**config.mk**
```make
export PLATFORM = sky130hd
export DESIGN_NAME = bus_arbiter
export DESIGN_NICKNAME = d
export VERILOG_FILES = /design/src/rtl/bus_pkg.sv /design/src/rtl/bus_arbiter_select.sv /design/src/rtl/bus_arbiter.sv
export SDC_FILE = /design/constraint.sdc
export NUM_CORES = 1
export LEC_CHECK = 0
export CAP_MARGIN = 10
export CORE_MARGIN = 2
export CORE_UTILIZATION = 37
export DETAILED_ROUTE_END_ITERATION = 16
export GPL_ROUTABILITY_DRIVEN = 0
export PLACE_DENSITY = 0.78
export RECOVER_POWER = 100
export SYNTH_ARGS = -nofsm -noshare
export SYNTH_HDL_FRONTEND = slang
export SYNTH_SLANG_ARGS = --single-unit
```
**constraint.sdc**
```tcl
create_clock -name i_clock -period 3.35 [get_ports i_clock]
set_input_delay 0.67 -clock i_clock [delete_from_list [all_inputs] [get_ports i_clock]]
set_output_delay 0.67 -clock i_clock [all_outputs]
set_load 0.01 [all_outputs]
```
**src/rtl/bus_pkg.sv**
```systemverilog
// ---------------------------------------------------------------------------
// bus_pkg
// Shared definitions for the bus arbiter: arbitration FSM state encoding,
// the width of one per-port data/address slice, and a helper that sizes
// port-index vectors.
// ---------------------------------------------------------------------------
package bus_pkg;

  // Width of one packed per-port address / data slice.
  localparam int SLICE_W = 32;

  typedef enum logic [1:0] {
    ST_IDLE    = 2'd0,
    ST_ACTIVE  = 2'd1,
    ST_RELEASE = 2'd2
  } bus_state_t;

  // Bits needed to hold a port index; never less than one bit.
  function automatic int idx_width(input int n);
    return (n > 1) ? $clog2(n) : 1;
  endfunction

endpackage

```
**src/rtl/bus_arbiter_select.sv**
```systemverilog
// ---------------------------------------------------------------------------
// bus_arbiter_select
// Purely combinational winner selection.
//   request      in   NPORTS  pending request vector
//   pointer      in   IDX_W   index of the last granted port
//   round_robin  in   1       1 = search from pointer+1, 0 = port 0 highest
//   index        out  IDX_W   winning port (0 when nothing is pending)
//   valid        out  1       at least one request is pending
// ---------------------------------------------------------------------------
module bus_arbiter_select
  import bus_pkg::*;
#(
  parameter int NPORTS = 2,
  parameter int IDX_W  = idx_width(NPORTS)
) (
  input  logic [NPORTS-1:0] request,
  input  logic [IDX_W-1:0]  pointer,
  input  logic              round_robin,
  output logic [IDX_W-1:0]  index,
  output logic              valid
);

  int               cand;
  logic [IDX_W-1:0] cand_idx;

  always_comb begin
    index    = '0;
    valid    = 1'b0;
    cand     = 0;
    cand_idx = '0;
    for (int i = 0; i < NPORTS; i++) begin
      // pointer + 1 + i never reaches 2*NPORTS, so one wrap is enough.
      if (round_robin) begin
        cand = int'(pointer) + 1 + i;
        if (cand >= NPORTS) cand = cand - NPORTS;
      end else begin
        cand = i;
      end
      cand_idx = IDX_W'(cand);
      if (!valid && request[cand_idx]) begin
        valid = 1'b1;
        index = cand_idx;
      end
    end
  end

endmodule

```
**src/rtl/bus_arbiter.sv**
```systemverilog
// ---------------------------------------------------------------------------
// bus_arbiter
// Multiplexes NPORTS request/ready masters onto one downstream bus.
// One transfer at a time: IDLE arbitrates, ACTIVE drives the bus for the
// latched winner until i_bus_ready or timeout, RELEASE waits for the winner
// to drop its request and the slave to drop ready.
//   i_clock, i_reset            clock, asynchronous active-high reset
//   o_bus_rw/request/address/wdata, i_bus_ready/rdata   downstream bus
//   i_p_rw, i_p_request, i_p_address, i_p_wdata         per-port requests
//   o_p_ready, o_p_error, o_p_rdata                     per-port completion
// Per-port 32-bit fields are packed with port k at [32k+31:32k].
// ---------------------------------------------------------------------------
module bus_arbiter
  import bus_pkg::*;
#(
  parameter int NPORTS      = 2,
  parameter int ROUND_ROBIN = 1,
  parameter int TIMEOUT     = 1024
) (
  input  logic                      i_clock,
  input  logic                      i_reset,
  output logic                      o_bus_rw,
  output logic                      o_bus_request,
  input  logic                      i_bus_ready,
  output logic [SLICE_W-1:0]        o_bus_address,
  input  logic [SLICE_W-1:0]        i_bus_rdata,
  output logic [SLICE_W-1:0]        o_bus_wdata,
  input  logic [NPORTS-1:0]         i_p_rw,
  input  logic [NPORTS-1:0]         i_p_request,
  output logic [NPORTS-1:0]         o_p_ready,
  input  logic [SLICE_W*NPORTS-1:0] i_p_address,
  output logic [SLICE_W*NPORTS-1:0] o_p_rdata,
  input  logic [SLICE_W*NPORTS-1:0] i_p_wdata,
  output logic [NPORTS-1:0]         o_p_error
);

  localparam int               IDX_W        = idx_width(NPORTS);
  localparam logic [IDX_W-1:0] PTR_RESET    = IDX_W'(NPORTS - 1);
  localparam logic [31:0]      TIMEOUT_LAST = 32'(TIMEOUT - 1);
  localparam logic             RR_MODE      = (ROUND_ROBIN != 0);

  bus_state_t         state_reg, state_next;
  logic [IDX_W-1:0]   winner_reg, ptr_reg, sel_index;
  logic               sel_valid;
  logic [31:0]        count_reg;
  logic               complete, timed_out;
  logic [NPORTS-1:0]  ready_reg, error_reg;
  logic [SLICE_W-1:0] addr_slice  [NPORTS];
  logic [SLICE_W-1:0] wdata_slice [NPORTS];
  logic [SLICE_W-1:0] rdata_reg   [NPORTS];

  genvar gi;
  generate
    for (gi = 0; gi < NPORTS; gi++) begin : g_slice
      assign addr_slice[gi]                       = i_p_address[gi*SLICE_W +: SLICE_W];
      assign wdata_slice[gi]                      = i_p_wdata[gi*SLICE_W +: SLICE_W];
      assign o_p_rdata[gi*SLICE_W +: SLICE_W]     = rdata_reg[gi];
    end
  endgenerate

  assign o_p_ready = ready_reg;
  assign o_p_error = error_reg;

  bus_arbiter_select #(
    .NPORTS (NPORTS),
    .IDX_W  (IDX_W)
  ) u_select (
    .request     (i_p_request),
    .pointer     (ptr_reg),
    .round_robin (RR_MODE),
    .index       (sel_index),
    .valid       (sel_valid)
  );

  // State register. The bus request is decoded from state, so an async
  // reset drops it immediately.
  always_ff @(posedge i_clock or posedge i_reset) begin
    if (i_reset) state_reg <= ST_IDLE;
    else         state_reg <= state_next;
  end

  always_comb begin
    state_next    = state_reg;
    complete      = 1'b0;
    timed_out     = 1'b0;
    o_bus_request = 1'b0;
    o_bus_rw      = 1'b0;
    o_bus_address = '0;
    o_bus_wdata   = '0;
    case (state_reg)
      ST_IDLE: begin
        if (sel_valid) state_next = ST_ACTIVE;
      end
      ST_ACTIVE: begin
        o_bus_request = 1'b1;
        o_bus_rw      = i_p_rw[winner_reg];
        o_bus_address = addr_slice[winner_reg];
        o_bus_wdata   = wdata_slice[winner_reg];
        if (i_bus_ready) begin
          complete   = 1'b1;
          state_next = ST_RELEASE;
        end else if (TIMEOUT != 0 && count_reg == TIMEOUT_LAST) begin
          // count_reg holds the number of ACTIVE cycles already spent
          // without ready, so this is the TIMEOUT-th such cycle.
          timed_out  = 1'b1;
          state_next = ST_RELEASE;
        end
      end
      ST_RELEASE: begin
        if (!i_p_request[winner_reg] && !i_bus_ready) state_next = ST_IDLE;
      end
      default: state_next = ST_IDLE;
    endcase
  end

  // Grant bookkeeping, timeout counter and per-port completion outputs.
  always_ff @(posedge i_clock or posedge i_reset) begin
    if (i_reset) begin
      winner_reg <= '0;
      ptr_reg    <= PTR_RESET;
      count_reg  <= '0;
      ready_reg  <= '0;
      error_reg  <= '0;
      for (int i = 0; i < NPORTS; i++) rdata_reg[i] <= '0;
    end else begin
      ready_reg <= '0;
      error_reg <= '0;
      if (state_reg == ST_IDLE && sel_valid) begin
        winner_reg <= sel_index;
        ptr_reg    <= sel_index;
        count_reg  <= '0;
      end else if (state_reg == ST_ACTIVE) begin
        count_reg <= count_reg + 32'd1;
      end
      for (int i = 0; i < NPORTS; i++) begin
        if (winner_reg == IDX_W'(i)) begin
          if (complete) begin
            rdata_reg[i] <= i_bus_rdata;
            ready_reg[i] <= 1'b1;
          end else if (timed_out) begin
            rdata_reg[i] <= '0;
            ready_reg[i] <= 1'b1;
            error_reg[i] <= 1'b1;
          end
        end
      end
    end
  end

endmodule

```
==> results_dict.tcl <==
set metrics [dict create \
    dr.first_iter.drc_count 433 \
    grt_antenna_before_repair 2 \
    place_inst 1128 \
    crit_type "reg2out" \
    hold_path_class "reg2reg" \
    first_global_vias 5888 \
    ctsHoldBuffers 0 \
    synth-edff-count 0 \
    grt_start_max_net_pins 105 \
    stdcell_count 1145 \
    syn_area_sq_um 6090 \
    fin_ws_ns 0.289 \
    postCtsSetupBuffers 0 \
    yosysWarnings 0 \
    total_power_mw 6.53 \
    finalWirelength_um 21100 \
    die_h_um 132 \
    worstPathRequired_ns 2.68 \
    syn2layout_area_growth_pct 54.8 \
    fp.dieW_um 132 \
    p_per_area_nw_per_um2 693 \
    min_period_ns 3.06 \
    place_ws_ns 0.581 \
    insertion_delay_ns 0.35 \
    final_hold_viol_count 0 \
    tritoncts "done" \
    nNetsFinal 1091 \
    grt_pass1_wl_um 32700 \
    yosys.area.top_type "dfrtp_1" \
    cts_resized 0 \
    final-setup-viol-count 0 \
    fin_skew_ns 0.0114 \
    grt_usage 0.235 \
    worstSetupStartpointType "flip-flop" \
    synthCells 651 \
    dpl-instance-area_sq_um 9260 \
    finalMaxSlewViolations 0 \
    synthesis.nets 819 \
    synth.ff_latch_count 104 \
    rsz0062_at_grt "no" \
    maxSlewHeadroom 0.0183 \
    cts_max_path_buffers 2 \
    yosysMostFrequentCell "dfrtp_1" \
    avgSynthCellArea_sq_um 9.35 \
    worstPathArrival_ns 2.39 \
    yosysSeqAreaShare 0.428 \
    synth_ff_type "dfrtp_1" \
    worst_slew_pin_slew_ns 1.47 \
    yosysUniqueCellTypes 44 \
    grt.overflow.total 0 \
    cts_buffers 9 \
    maxClockFrequency_mhz 327 \
    wl_per_cell_um 18.4 \
    peakVddDrop_mv 0.378 \
    io_pins 301 \
    drt_drc_violations_left 0 \
    first_pass_iters 4 \
    largest_register_ffs 64 \
    clk_pin_slew_ns 0.07 \
    synth_area_leaders "dfrtp_1 42%, mux2i_1 12%, a22oi_1 7.9%" \
    ys_async_sr_fraction 1.00 \
    drive_above_1_share 0.0431 \
    design_area_sq_um 9420 \
    min_period_over_period 0.914 \
    start_util 0.380 \
    viasPerCell 5.35 \
    portBuffers 300 \
    rows 46 \
    p_leak_nw 3.76 \
    n_fill_cell 1450 \
    ant_nets 0 \
    outcome "finished, final reports clean" \
    setup_tns_ns 0 \
    htree_levels 3 \
    synth_top_area_frac 0.423 \
    core-area_sq_um 16000 \
    end_kind "output pin" \
    hpwl_um 15400 \
    vias 6127 \
    root_buffer "clkbuf_16" \
    die-area_sq_um 17500 \
    cp_max_fo 20 \
    clock_sinks 104 \
    synth_commonest_cells "103 x dfrtp_1, 77 x nor2_1, 71 x mux2i_1" \
    drv_cap 0 \
]
-- worst paths after layout --
check                                                from                   endpoint  slack (ns)  cells after the start
min in group asynchronous                         i_reset  o_p_rdata[24]$_DFFE_PP0P_        1.33                      3
worst min-delay path                  ptr_reg$_DFFE_PP1P_        ptr_reg$_DFFE_PP1P_        0.52                      2
worst max-delay path               winner_reg$_DFFE_PP0P_            o_bus_wdata[26]        0.29                      4
worst max register to register  count_reg[23]$_DFFE_PP0P_  o_p_rdata[52]$_DFFE_PP0P_        0.53                      5
max in group asynchronous                         i_reset     winner_reg$_DFFE_PP0P_        0.99                      3
worst min register to register        ptr_reg$_DFFE_PP1P_        ptr_reg$_DFFE_PP1P_        0.52                      2
-- per-layer routing --
metal / vias to the layer above / routed length, um / track usage
li1: 2880 / - / -
met1: 2961 / 8050 / 0.277
met2: 241 / 10900 / 0.415
met3: 43 / 1230 / 0.0415
met4: 2 / 845 / 0.109
met5: - / 13 / 0
-- critical path, cell delays in order, from the launching register on --
cell,delay [ns]
dfrtp_2,0.73
buf_4,0.40
mux2i_1,0.23
nor2_1,0.05
dlygate4sd3_1,0.62
-- cells in the final DEF, fill, tap and decap left out, drive strengths merged, types with 5 or more instances in the layout --
cell type / count
clkdlybuf4s50: 175
dlygate4sd3: 125
dfrtp: 103
nor2: 77
mux2i: 71
o21ai: 71
nand2b: 68
a22oi: 64
nand2: 27
a21oi: 16
clkbuf: 16
or4: 14
nand4: 11
buf: 11
o31ai: 10
nor4: 10
nand3: 7
or3: 7
nor3: 6
xor2: 5
xnor2: 5
inv: 5
-- logic make-up after synthesis --
kind of cell | Yosys count | synth area share
AND/OR/NAND/NOR | 239 | 0.210
AO/OA/AOI/OAI | 166 | 0.183
multiplexers | 72 | 0.119
XOR/XNOR | 10 | 0.0144
adder cells (fa/ha/maj) | 1 | 0.00206
flip-flops | 104 | 0.428
buffers and inverters | 59 | 0.0444
-- report_power, final --
group	internal [mW]	leakage, nW	switching [mW]	total, mW
clock network	0.563	0.145	0.466	1.03
logic	1.80	2.46	1.65	3.45
registers	1.67	1.16	0.382	2.05
total	4.03	3.76	2.50	6.53
-- cell type report --
type	count	area (sq um)	area share
clock buffers	13	270	0.0287
inverters	6	26.3	0.00279
diodes	1	2.50	0.000266
flip-flops and latches	104	2610	0.277
well taps	216	270	0.0287
multi-input cells	488	3120	0.331
clock inverters	3	15.0	0.00159
repair buffers	314	3110	0.330
-- through the flow --
stage	hold WS (ns)	utilization
floorplan	0.471	-
global placement	0.496	0.579
detailed placement	0.516	0.579
CTS	0.526	0.596
global route	0.548	0.589
finish	0.524	0.589
Note: power is estimated with default switching activity, not from simulation.
